==> src/rtl/copperv_pkg.sv <==
`default_nettype none
// ============================================================================
// Module  : copperv_pkg
// Purpose : Shared constants, types and helpers for the copperv core.
//           INSTR_BYTES      - size of one instruction word in bytes
//           RESET_PC_DEFAULT - default fetch address out of reset
//           word_align()     - clears the two byte-offset bits of an address
// Revision: 1.0 - initial release
// ============================================================================
package copperv_pkg;

   localparam int unsigned INSTR_BYTES      = 4;
   localparam logic [31:0] RESET_PC_DEFAULT = 32'h0000_0000;

   typedef logic [31:0] addr_t;
   typedef logic [31:0] word_t;

   function automatic addr_t word_align(input addr_t a);
      return a & ~32'h0000_0003;
   endfunction

endpackage
`default_nettype wire

==> src/rtl/sync_fifo.sv <==
`default_nettype none
// ============================================================================
// Module  : sync_fifo
// Purpose : Single-clock FIFO with flush. Simultaneous push and pop is legal
//           at any occupancy, including full. Flush empties the FIFO and
//           overrides any push/pop in the same cycle.
// Ports   : clk, rstn    - clock, synchronous active-low reset
//           push_i/wdata_i - write request and data
//           pop_i        - read request (removes head)
//           flush_i      - discard all entries
//           rdata_o      - head entry (undefined when empty)
//           full_o, empty_o, count_o - occupancy status
// Revision: 1.0 - initial release
// ============================================================================
module sync_fifo #(
   parameter int WIDTH = 32,
   parameter int DEPTH = 4
) (
   input  logic                     clk,
   input  logic                     rstn,
   input  logic                     push_i,
   input  logic [WIDTH-1:0]         wdata_i,
   input  logic                     pop_i,
   input  logic                     flush_i,
   output logic [WIDTH-1:0]         rdata_o,
   output logic                     full_o,
   output logic                     empty_o,
   output logic [$clog2(DEPTH):0]   count_o
);

   localparam int c_PTR_W = $clog2(DEPTH);
   localparam int c_CNT_W = c_PTR_W + 1;

   logic [WIDTH-1:0]   mem_q [DEPTH];
   logic [c_PTR_W-1:0] wr_ptr_q;
   logic [c_PTR_W-1:0] rd_ptr_q;
   logic [c_CNT_W-1:0] count_q;
   logic               do_push;
   logic               do_pop;

   assign empty_o = (count_q == '0);
   assign full_o  = (count_q == c_CNT_W'(DEPTH));
   assign count_o = count_q;
   assign rdata_o = mem_q[rd_ptr_q];

   // A pop frees the head slot in the same edge, so a full FIFO may still
   // accept a push when it is also being popped.
   assign do_pop  = pop_i && !empty_o && !flush_i;
   assign do_push = push_i && !flush_i && (!full_o || pop_i);

   always_ff @(posedge clk) begin
      if (!rstn || flush_i) begin
         wr_ptr_q <= '0;
         rd_ptr_q <= '0;
         count_q  <= '0;
      end else begin
         if (do_push) wr_ptr_q <= wr_ptr_q + c_PTR_W'(1);
         if (do_pop)  rd_ptr_q <= rd_ptr_q + c_PTR_W'(1);
         count_q <= count_q + c_CNT_W'(do_push) - c_CNT_W'(do_pop);
      end
   end

   // Storage needs no reset: entries are only observed when count is non-zero.
   always_ff @(posedge clk) begin
      if (do_push) mem_q[wr_ptr_q] <= wdata_i;
   end

endmodule
`default_nettype wire

==> src/rtl/fetch_unit.sv <==
`default_nettype none
// ============================================================================
// Module  : fetch_unit
// Purpose : Instruction fetch stage. Holds the PC, issues word-aligned reads
//           on the instruction bus under a credit scheme that guarantees a
//           buffer slot for every kept response, buffers returned words and
//           hands them to the execution unit over valid/ready. A redirect
//           loads a new PC and discards buffered and in-flight instructions.
// Ports   : clk, rstn                  - clock, synchronous active-low reset
//           instr, instr_valid, instr_ready - instruction output handshake
//           redirect_valid, redirect_pc - PC redirect request
//           ibus_cmd_addr/en/ready      - bus read command channel
//           ibus_rsp_rdata/valid        - bus read response channel
// Revision: 1.0 - initial release
// ============================================================================
module fetch_unit
   import copperv_pkg::*;
#(
   parameter logic [31:0] RESET_PC        = RESET_PC_DEFAULT,
   parameter int          FIFO_DEPTH      = 4,
   parameter int          MAX_OUTSTANDING = 2
) (
   input  logic        clk,
   input  logic        rstn,
   output logic [31:0] instr,
   output logic        instr_valid,
   input  logic        instr_ready,
   input  logic        redirect_valid,
   input  logic [31:0] redirect_pc,
   output logic [31:0] ibus_cmd_addr,
   output logic        ibus_cmd_en,
   input  logic        ibus_cmd_ready,
   input  logic [31:0] ibus_rsp_rdata,
   input  logic        ibus_rsp_valid
);

   localparam int                 c_CNT_W   = $clog2(FIFO_DEPTH) + 1;
   localparam logic [c_CNT_W-1:0] c_MAX_OUT = c_CNT_W'(MAX_OUTSTANDING);
   localparam logic [c_CNT_W:0]   c_DEPTH   = (c_CNT_W + 1)'(FIFO_DEPTH);

   logic [31:0]        pc_q, pc_d;
   logic [c_CNT_W-1:0] out_q, out_d;          // accepted, unanswered reads
   logic [c_CNT_W-1:0] discard_q, discard_d;  // in-flight reads to drop
   logic [c_CNT_W-1:0] fifo_count;
   logic [31:0]        fifo_rdata;
   logic               fifo_empty;
   logic               fifo_full;
   logic               rsp_ok;
   logic               accept;
   logic               push;
   logic               pop;

   // Responses with nothing outstanding are protocol violations; ignore them.
   assign rsp_ok = ibus_rsp_valid && (out_q != '0);

   // Credit check uses only registered state, so neither instr_ready nor the
   // response channel reaches ibus_cmd_en combinationally.
   assign ibus_cmd_en   = rstn && !redirect_valid && (out_q < c_MAX_OUT) &&
                          (({1'b0, fifo_count} + {1'b0, out_q}) < c_DEPTH);
   assign ibus_cmd_addr = pc_q;
   assign accept        = ibus_cmd_en && ibus_cmd_ready;

   assign instr_valid = !fifo_empty && !redirect_valid;
   assign instr       = fifo_empty ? 32'h0 : fifo_rdata;
   assign pop         = instr_valid && instr_ready;
   assign push        = rsp_ok && (discard_q == '0) && !redirect_valid;

   always_comb begin
      pc_d      = pc_q;
      out_d     = out_q + c_CNT_W'(accept) - c_CNT_W'(rsp_ok);
      discard_d = discard_q;
      if (redirect_valid) begin
         // Everything still in flight after this cycle belongs to the old
         // stream; no command is accepted during a redirect.
         pc_d      = word_align(redirect_pc);
         discard_d = out_q - c_CNT_W'(rsp_ok);
      end else begin
         if (accept)
            pc_d = pc_q + 32'(INSTR_BYTES);
         if (rsp_ok && (discard_q != '0))
            discard_d = discard_q - c_CNT_W'(1);
      end
   end

   always_ff @(posedge clk) begin
      if (!rstn) begin
         pc_q      <= RESET_PC;
         out_q     <= '0;
         discard_q <= '0;
      end else begin
         pc_q      <= pc_d;
         out_q     <= out_d;
         discard_q <= discard_d;
      end
   end

   sync_fifo #(
      .WIDTH (32),
      .DEPTH (FIFO_DEPTH)
   ) u_ibuf (
      .clk     (clk),
      .rstn    (rstn),
      .push_i  (push),
      .wdata_i (ibus_rsp_rdata),
      .pop_i   (pop),
      .flush_i (redirect_valid),
      .rdata_o (fifo_rdata),
      .full_o  (fifo_full),
      .empty_o (fifo_empty),
      .count_o (fifo_count)
   );

`ifndef SYNTHESIS
   a_rsp_has_credit: assert property (@(posedge clk) disable iff (!rstn)
      ibus_rsp_valid |-> (out_q != '0));
   a_no_overflow: assert property (@(posedge clk) disable iff (!rstn)
      push |-> (!fifo_full || pop));
`endif

endmodule
`default_nettype wire

==> config.mk <==
export PLATFORM = sky130hd
export DESIGN_NAME = fetch_unit
export DESIGN_NICKNAME = d
export VERILOG_FILES = /design/src/rtl/copperv_pkg.sv /design/src/rtl/sync_fifo.sv /design/src/rtl/fetch_unit.sv
export SDC_FILE = /design/constraint.sdc
export NUM_CORES = 1
export LEC_CHECK = 0
export ABC_AREA = 1
export CORE_AREA = 2 2 157 159
export DETAILED_ROUTE_END_ITERATION = 12
export DIE_AREA = 0 0 159 161
export HOLD_SLACK_MARGIN = 0.02
export PLACE_DENSITY_LB_ADDON = 0.15
export SLEW_MARGIN = 20
export SYNTH_ARGS = -nofsm -noshare
export SYNTH_HDL_FRONTEND = slang
export SYNTH_HIERARCHICAL = 1
export SYNTH_SLANG_ARGS = --single-unit
==> constraint.sdc <==
create_clock -name clk -period 4.23 [get_ports clk]
set_input_delay 0.6345 -clock clk [delete_from_list [all_inputs] [get_ports clk]]
set_output_delay 0.6345 -clock clk [all_outputs]
set_load 0.02 [all_outputs]
==> out/qor.log, run 1 <==
INFO  timing         final-setup-viol-count=0
INFO  worst_setup_path critical-path-max-stage-delay=0.81ns
INFO  cts            cts-root-to-sink-buffers=2
INFO  cts            post_cts_hold_buffer_count=0
INFO  timing         timing_hold_violations_final=0
INFO  flow_run       drv_cap=0
INFO  timing         clock.fmax=306MHz
INFO  timing         final.period_utilization=77.4%
INFO  cts            clock_insertion_delay_worst_skew=0.43ns
INFO  timing         worst_slack_on_hold_paths=0.518ns
INFO  pwr            cellLeakagePower=3.93nW
INFO  grt            grt_start_max_net_pins=65
INFO  worst_setup_path cpLargestDelayFamily=buffers and inverters
INFO  synth          syn_area_per_cell=9.10squm
INFO  status         status=finished, final reports clean
INFO  floorplan      dieArea=25600squm
INFO  grt            overflow=0
INFO  worst_setup_path critical_path_top_delay_cell=sky130_fd_sc_hd__dfxtp_2
INFO  floorplan      height_of_the_die=161microns
INFO  floorplan      coreArea=24000squm
INFO  worst_setup_path critical_path.reg2reg.endpoint=u_ibuf/count_o[2]
INFO  floorplan      boundaryPins=136
INFO  worst_setup_path critPathBufInv=3
INFO  timing         headroom_to_the_max_slew_limit=50.0%
INFO  grt            grt_pass1_wl=31300microns
INFO  place          place.port_buffers=131
INFO  cts            setup_fix_bufs_post_cts=0
INFO  cts            clk_pin_slew=0.07ns
INFO  floorplan      chipWidth=159microns
INFO  route          detail_route.wirelength=19500microns
INFO  layout         synthToLayoutAreaGrowth=26.4%
INFO  worst_setup_path rr_startpoint=out_q[1]
INFO  route          drcViolationCount=0
INFO  cts            clock_sink_count=173
INFO  place          hpwl=12500microns
INFO  cts            h-tree-depth=4
INFO  worst_setup_path critPathRequiredTime=3.60ns
INFO  grt            grt_util_all_layers=15.5%
INFO  cts            clock_tree.root_cell=sky130_fd_sc_hd__clkbuf_16
INFO  timing         tightest_slew=0.750ns
INFO  route          vias_per_cell=4.52
INFO  cts            clock_buffers_created_by_tritoncts=17
INFO  timing         setup_tns=0ns
INFO  worst_setup_path reg2reg_depth=13
INFO  cts            cts_tree=built
INFO  place          place_inst=1334
INFO  route          vias=6184
INFO  route          drt_first_iter_violations=283
INFO  synth          synth_warnings=6
INFO  timing         grt_setup_unrepaired=no
INFO  pwr            peakVddDrop=0.000230V
INFO  layout         layoutNonFillerInstCount=1367
INFO  min_path       holdCritStartpoint=ibus_cmd_addr[2]
INFO  worst_setup_path setup.worst_path.start_class=flop
INFO  grt            antenna_found_initial=1
INFO  route          firstDrtPassIters=6
INFO  synth          synth_cells=908
INFO  route          drtAntennaViolNets=0
INFO  floorplan      rows=57
INFO  worst_setup_path crit_path_cell_trace=buf_4 > o21ai_0 > o22ai_1 > inv_1 > nor2_1 > clkdlybuf4s50_1
INFO  layout         fin_nets=1117
INFO  route          avgRoutedWirePerCell=14.3microns
INFO  min_path       classification_of_the_worst_slack_hold_path=reg2reg
INFO  timing         finalMaxSlewViolations=0
INFO  pwr            power_density=375nW/um^2
INFO  synth          synth_area=8260squm
INFO  cts            post_cts.resized_instances=0
INFO  worst_setup_path worst_ep_arrival_time=2.64ns
INFO  timing         clock-skew-final=0.0145ns
INFO  min_path       hold-path-endpoint=ibus_cmd_addr[2]
INFO  layout         share_of_final_layout_standard_cells_stronger_than_drive_strength_1=5.95%
INFO  timing         post-route-min-period=3.27ns
INFO  worst_setup_path critical_path.endpoint_type=output pin
INFO  worst_setup_path timing.reg2reg.setup_slack=1.29ns
INFO  worst_setup_path maximum_fanout_along_the_worst_path=36
INFO  floorplan      initial_core_utilization=34.5%
INFO  min_path       min_delay_path_depth=2
INFO  grt            grt_pass1_vias=6093
INFO  place          routabilityCongestion=0.746
INFO  worst_setup_path kind_of_critical_path=reg2out
[sequential cells by signal, summed over array words and instances, names as in the netlist, named ones only]
name and cells:
u_ibuf/wr_ptr_q 2, u_ibuf/rd_ptr_q 2, u_ibuf/count_o 3, ibus_cmd_addr 30
discard_q 3, u_ibuf/mem_q 128, out_q 3
[placed cells by master (no fill, tap or decap), types with 2 or more instances in the layout]
cell type                         count
sky130_fd_sc_hd__inv_6                4
sky130_fd_sc_hd__o22ai_1             32
sky130_fd_sc_hd__clkinv_2             2
sky130_fd_sc_hd__nand3_1             54
sky130_fd_sc_hd__clkbuf_16           17
sky130_fd_sc_hd__clkinv_8             4
sky130_fd_sc_hd__nor2_2               3
sky130_fd_sc_hd__nor2_1             168
sky130_fd_sc_hd__a21oi_1             24
sky130_fd_sc_hd__xnor2_1              6
sky130_fd_sc_hd__o21ai_0             45
sky130_fd_sc_hd__edfxtp_1           128
sky130_fd_sc_hd__buf_12               3
sky130_fd_sc_hd__ha_1                16
sky130_fd_sc_hd__inv_8                5
sky130_fd_sc_hd__fa_1                 2
sky130_fd_sc_hd__inv_2                3
sky130_fd_sc_hd__dfxtp_1             44
sky130_fd_sc_hd__nor2_4               7
sky130_fd_sc_hd__inv_1              111
sky130_fd_sc_hd__nand2_1            168
sky130_fd_sc_hd__buf_4                6
sky130_fd_sc_hd__o21bai_1             4
sky130_fd_sc_hd__a31oi_1              4
sky130_fd_sc_hd__nand2_2              2
sky130_fd_sc_hd__xor2_1               8
sky130_fd_sc_hd__o21ai_1             28
sky130_fd_sc_hd__clkinv_4             3
sky130_fd_sc_hd__conb_1               2
sky130_fd_sc_hd__clkdlybuf4s50_1    131
[worst register-to-register path, cell delays in order, from the launching register on]
cell and delay [ns]:
sky130_fd_sc_hd__dfxtp_1 0.40, sky130_fd_sc_hd__inv_1 0.10, sky130_fd_sc_hd__a31oi_1 0.37, sky130_fd_sc_hd__nand2_1 0.09, sky130_fd_sc_hd__nor2_1 0.09, sky130_fd_sc_hd__inv_1 0.04
sky130_fd_sc_hd__nor2_1 0.23, sky130_fd_sc_hd__nand2_1 0.31, sky130_fd_sc_hd__ha_1 0.39, sky130_fd_sc_hd__inv_1 0.04, sky130_fd_sc_hd__ha_1 0.18, sky130_fd_sc_hd__fa_1 0.38
sky130_fd_sc_hd__xor2_1 0.16, sky130_fd_sc_hd__nor2_1 0.05
[report_power, final]
part           total (mW)  internal, mW  switching, mW
Clock                1.53         0.796          0.735
Combinational       0.459         0.209          0.250
Sequential           1.93          1.88         0.0510
Total                3.92          2.88           1.04
[through the flow]
step | util (%) | power [mW] | area, sq um | worst slack, ns
floorplan | - | 2.23 | 8260 | 0.804
global route | 43.5 | 4.09 | 10400 | 0.691
finish | 43.6 | 3.92 | 10400 | 0.957
CTS | 43.5 | 3.98 | 10400 | 0.883
detailed placement | 41.1 | 2.43 | 9840 | 0.656
global placement | 41.1 | 2.43 | 9840 | 0.693
[worst max-delay path by stage]
stage,to,cells after the start,from,slack (ns)
final,instr[14],6,flop,0.96
after CTS,instr[14],6,flop,0.88
after global placement,u_ibuf/count_o[2],14,ibus_rsp_valid,0.69
after global routing,instr[14],6,flop,0.69
after floorplan,u_ibuf/mem_q[0][0],9,redirect_valid,0.80
after detailed placement,u_ibuf/count_o[2],14,ibus_rsp_valid,0.66
[layout make-up]
type | instances | area (sq um)
antenna | 1 | 2.50
clock buffer | 17 | 425
clock inverter | 15 | 168
fill | 2389 | 13500
inverter | 117 | 453
multi-input combinational | 580 | 2820
sequential | 173 | 4750
tap | 324 | 405
timing repair buffer | 140 | 1420
[metal layers]
metal | GRT usage [%] | vias up | wire (microns)
li1 | - | 3217 | -
met3 | 3.03 | 17 | 845
met2 | 27.2 | 129 | 9310
met1 | 19.5 | 2821 | 9130
met5 | 0 | - | 0
met4 | 4.59 | 0 | 239
Power figures use the tool's default switching activity.
==> run 2: changes to the inputs <==
- clock period: 4.23 -> 3.4 ns (I/O delays scaled with it)
==> run 2 against run 1 <==
Effect of this change:
- critical path depth did not move
- cell area increased by 0.65%
- register-to-register slack lost 0.52 ns
- clock power is 25% higher
- first-iteration DRC count increased by 30%
- critical path type unchanged
- largest cell class unchanged
- highest routed layer unchanged
==> out/qor.log, run 2 (synthesis gave the netlist of run 1 again) <==
INFO  status         status=finished, final reports clean [unchanged]
INFO  cts            clock_tree.root_cell=sky130_fd_sc_hd__clkbuf_16 [unchanged]
INFO  place          hpwl=12700microns [was 12500 microns]
INFO  timing         post-route-min-period=3.07ns
INFO  floorplan      height_of_the_die=161microns [unchanged]
INFO  cts            h-tree-depth=4 [unchanged]
INFO  layout         top_register=u_ibuf/mem_q [unchanged]
INFO  worst_setup_path rr_startpoint=u_ibuf/count_o[1] [was out_q[1]]
INFO  min_path       hold-path-endpoint=ibus_cmd_addr[2] [unchanged]
INFO  layout         number_of_flip_flops_in_the_largest_register=128 [unchanged]
INFO  timing         grt_setup_unrepaired=no [unchanged]
INFO  layout         final.fill_count=2418 [was 2389]
INFO  route          vias_per_cell=4.59 [was 4.52]
INFO  timing         finalMaxSlewViolations=0 [unchanged]
INFO  timing         tightest_slew=0.681ns [was 0.750 ns]
INFO  floorplan      initial_core_utilization=34.5% [unchanged]
INFO  layout         share_of_final_layout_standard_cells_stronger_than_drive_strength_1=6.67% [was 5.95%]
INFO  layout         finish.utilization=43.8% [was 43.6%]
INFO  cts            clock_sink_count=173 [unchanged]
INFO  timing         clock.fmax=326MHz
INFO  cts            clock_buffers_created_by_tritoncts=17 [unchanged]
INFO  floorplan      coreArea=24000squm [unchanged]
INFO  floorplan      chipWidth=159microns [unchanged]
INFO  layout         fin_nets=1125 [was 1117]
INFO  cts            post_cts_hold_buffer_count=0 [unchanged]
INFO  worst_setup_path maximum_fanout_along_the_worst_path=28 [was 36]
INFO  worst_setup_path critPathRequiredTime=2.89ns [was 3.60 ns]
INFO  timing         timing_hold_violations_final=0 [unchanged]
INFO  route          vias=6311 [was 6184]
INFO  route          firstDrtPassIters=7 [was 6]
INFO  layout         seq_area=4750squm [unchanged]
INFO  flow_run       drv_cap=0 [unchanged]
INFO  place          place.port_buffers=131 [unchanged]
INFO  min_path       classification_of_the_worst_slack_hold_path=reg2reg [unchanged]
INFO  layout         synthToLayoutAreaGrowth=27.2% [was 26.4%]
INFO  worst_setup_path kind_of_critical_path=reg2out [unchanged]
INFO  route          drtAntennaViolNets=0 [unchanged]
INFO  cts            clock_insertion_delay_worst_skew=0.44ns [was 0.43 ns]
INFO  min_path       holdCritStartpoint=ibus_cmd_addr[2] [unchanged]
INFO  worst_setup_path setup.worst_path.start_class=flop [unchanged]
INFO  worst_setup_path critical_path.reg2reg.endpoint=u_ibuf/count_o[2] [unchanged]
INFO  grt            grt_pass1_vias=6113 [was 6093]
INFO  cts            clk_pin_slew=0.07ns [about the same]
INFO  grt            overflow=0 [unchanged]
INFO  route          avgRoutedWirePerCell=14.5microns [was 14.3 microns]
INFO  timing         headroom_to_the_max_slew_limit=54.6% [was 50.0%]
INFO  layout         multiInputGateArea=2820squm [unchanged]
INFO  pwr            power_density=466nW/um^2 [was 375 nW/um^2]
INFO  cts            post_cts.resized_instances=0 [unchanged]
INFO  timing         final.period_utilization=90.3%
INFO  grt            grt_util_all_layers=15.7% [was 15.5%]
INFO  grt            antenna_found_initial=1 [unchanged]
INFO  worst_setup_path worst_ep_arrival_time=2.56ns [was 2.64 ns]
INFO  worst_setup_path critical_path.endpoint_type=output pin [unchanged]
INFO  worst_setup_path timing.reg2reg.setup_slack=0.77ns [was 1.29 ns]
INFO  pwr            peakVddDrop=0.000262V [was 0.000230 V]
INFO  timing         clock-skew-final=0.0171ns [was 0.0145 ns]
INFO  timing         final-setup-viol-count=0 [unchanged]
INFO  route          drt_first_iter_violations=367 [was 283]
INFO  grt            grt_pass1_wl=31600microns [was 31300 microns]
INFO  timing         setup_tns=0ns [unchanged]
INFO  floorplan      dieArea=25600squm [unchanged]
INFO  pwr            cellLeakagePower=3.96nW [was 3.93 nW]
INFO  cts            cts-root-to-sink-buffers=2 [unchanged]
INFO  layout         most-common-layout-cells=sky130_fd_sc_hd__nor2_1, sky130_fd_sc_hd__nand2_1, sky130_fd_sc_hd__clkdlybuf4s50_1 [unchanged]
INFO  worst_setup_path reg2reg_depth=12 [was 13]
INFO  place          routabilityCongestion=0.764 [was 0.746]
INFO  floorplan      rows=57 [unchanged]
INFO  min_path       min_delay_path_depth=2 [unchanged]
INFO  route          drcViolationCount=0 [unchanged]
INFO  route          detail_route.wirelength=19900microns [was 19500 microns]
INFO  floorplan      boundaryPins=136 [unchanged]
INFO  cts            setup_fix_bufs_post_cts=0 [unchanged]
INFO  cts            cts_tree=built [unchanged]
INFO  grt            grt_start_max_net_pins=65 [unchanged]
-- run 2: where the power goes --
group          switching (mW)  internal, mW  total [mW]
logic                   0.312         0.270       0.581
registers              0.0625          2.33        2.40
clock network           0.926         0.987        1.91
total                    1.30          3.59        4.89
-- run 2: area by class of cell --
type	instances	area share, %
diodes	1	0.0238
clock buffers	17	4.05
clock inverters	15	1.55
inverters	117	4.31
multi-input cells	580	26.8
flip-flops and latches	173	45.2
well taps	324	3.86
repair buffers	148	14.2
-- run 2: per-stage QoR --
stage          setup WS [ns]  hold WS [ns]  cells  instance area (sq um)  power [mW]
2_1_floorplan         0.0980         0.486    909                   8260        2.78
3_3_place_gp           0.367         0.504   1342                   9910        3.03
3_5_place_dp           0.353         0.500   1342                   9910        3.03
4_1_cts                0.282         0.514   1374                  10500        4.96
5_1_grt                0.151         0.553   1374                  10500        5.12
6_report               0.329         0.510   1375                  10500        4.89
-- run 2: worst max-delay path, cell delays in order (launching register included) --
cell and delay, ns:
sky130_fd_sc_hd__dfxtp_2 0.77, sky130_fd_sc_hd__buf_4 0.30, sky130_fd_sc_hd__o21ai_0 0.11, sky130_fd_sc_hd__o22ai_1 0.17, sky130_fd_sc_hd__inv_1 0.05, sky130_fd_sc_hd__nor2_1 0.10, sky130_fd_sc_hd__clkdlybuf4s50_1 0.62
-- run 2: worst max path at each step --
| stage | from | end | slack (ns) | cells past startpoint |
|---|---|---|---|---|
| 6_report | flop | instr[15] | 0.33 | 6 |
| 3_3_place_gp | redirect_valid | u_ibuf/count_o[2] | 0.37 | 10 |
| 2_1_floorplan | redirect_valid | u_ibuf/mem_q[0][0] | 0.1 | 9 |
| 5_1_grt | flop | instr[9] | 0.15 | 6 |
| 4_1_cts | flop | instr[22] | 0.28 | 6 |
| 3_5_place_dp | redirect_valid | u_ibuf/count_o[2] | 0.35 | 10 |
-- run 2: layer usage --
layer	share of wire [%]	up-vias	track usage, %	wire, microns
met4	0.46	0	4.21	92
met3	4.3	6	3.49	853
li1	-	3242	-	-
met2	49	137	27.4	9740
met1	46	2926	19.8	9180
met5	0	-	0	0
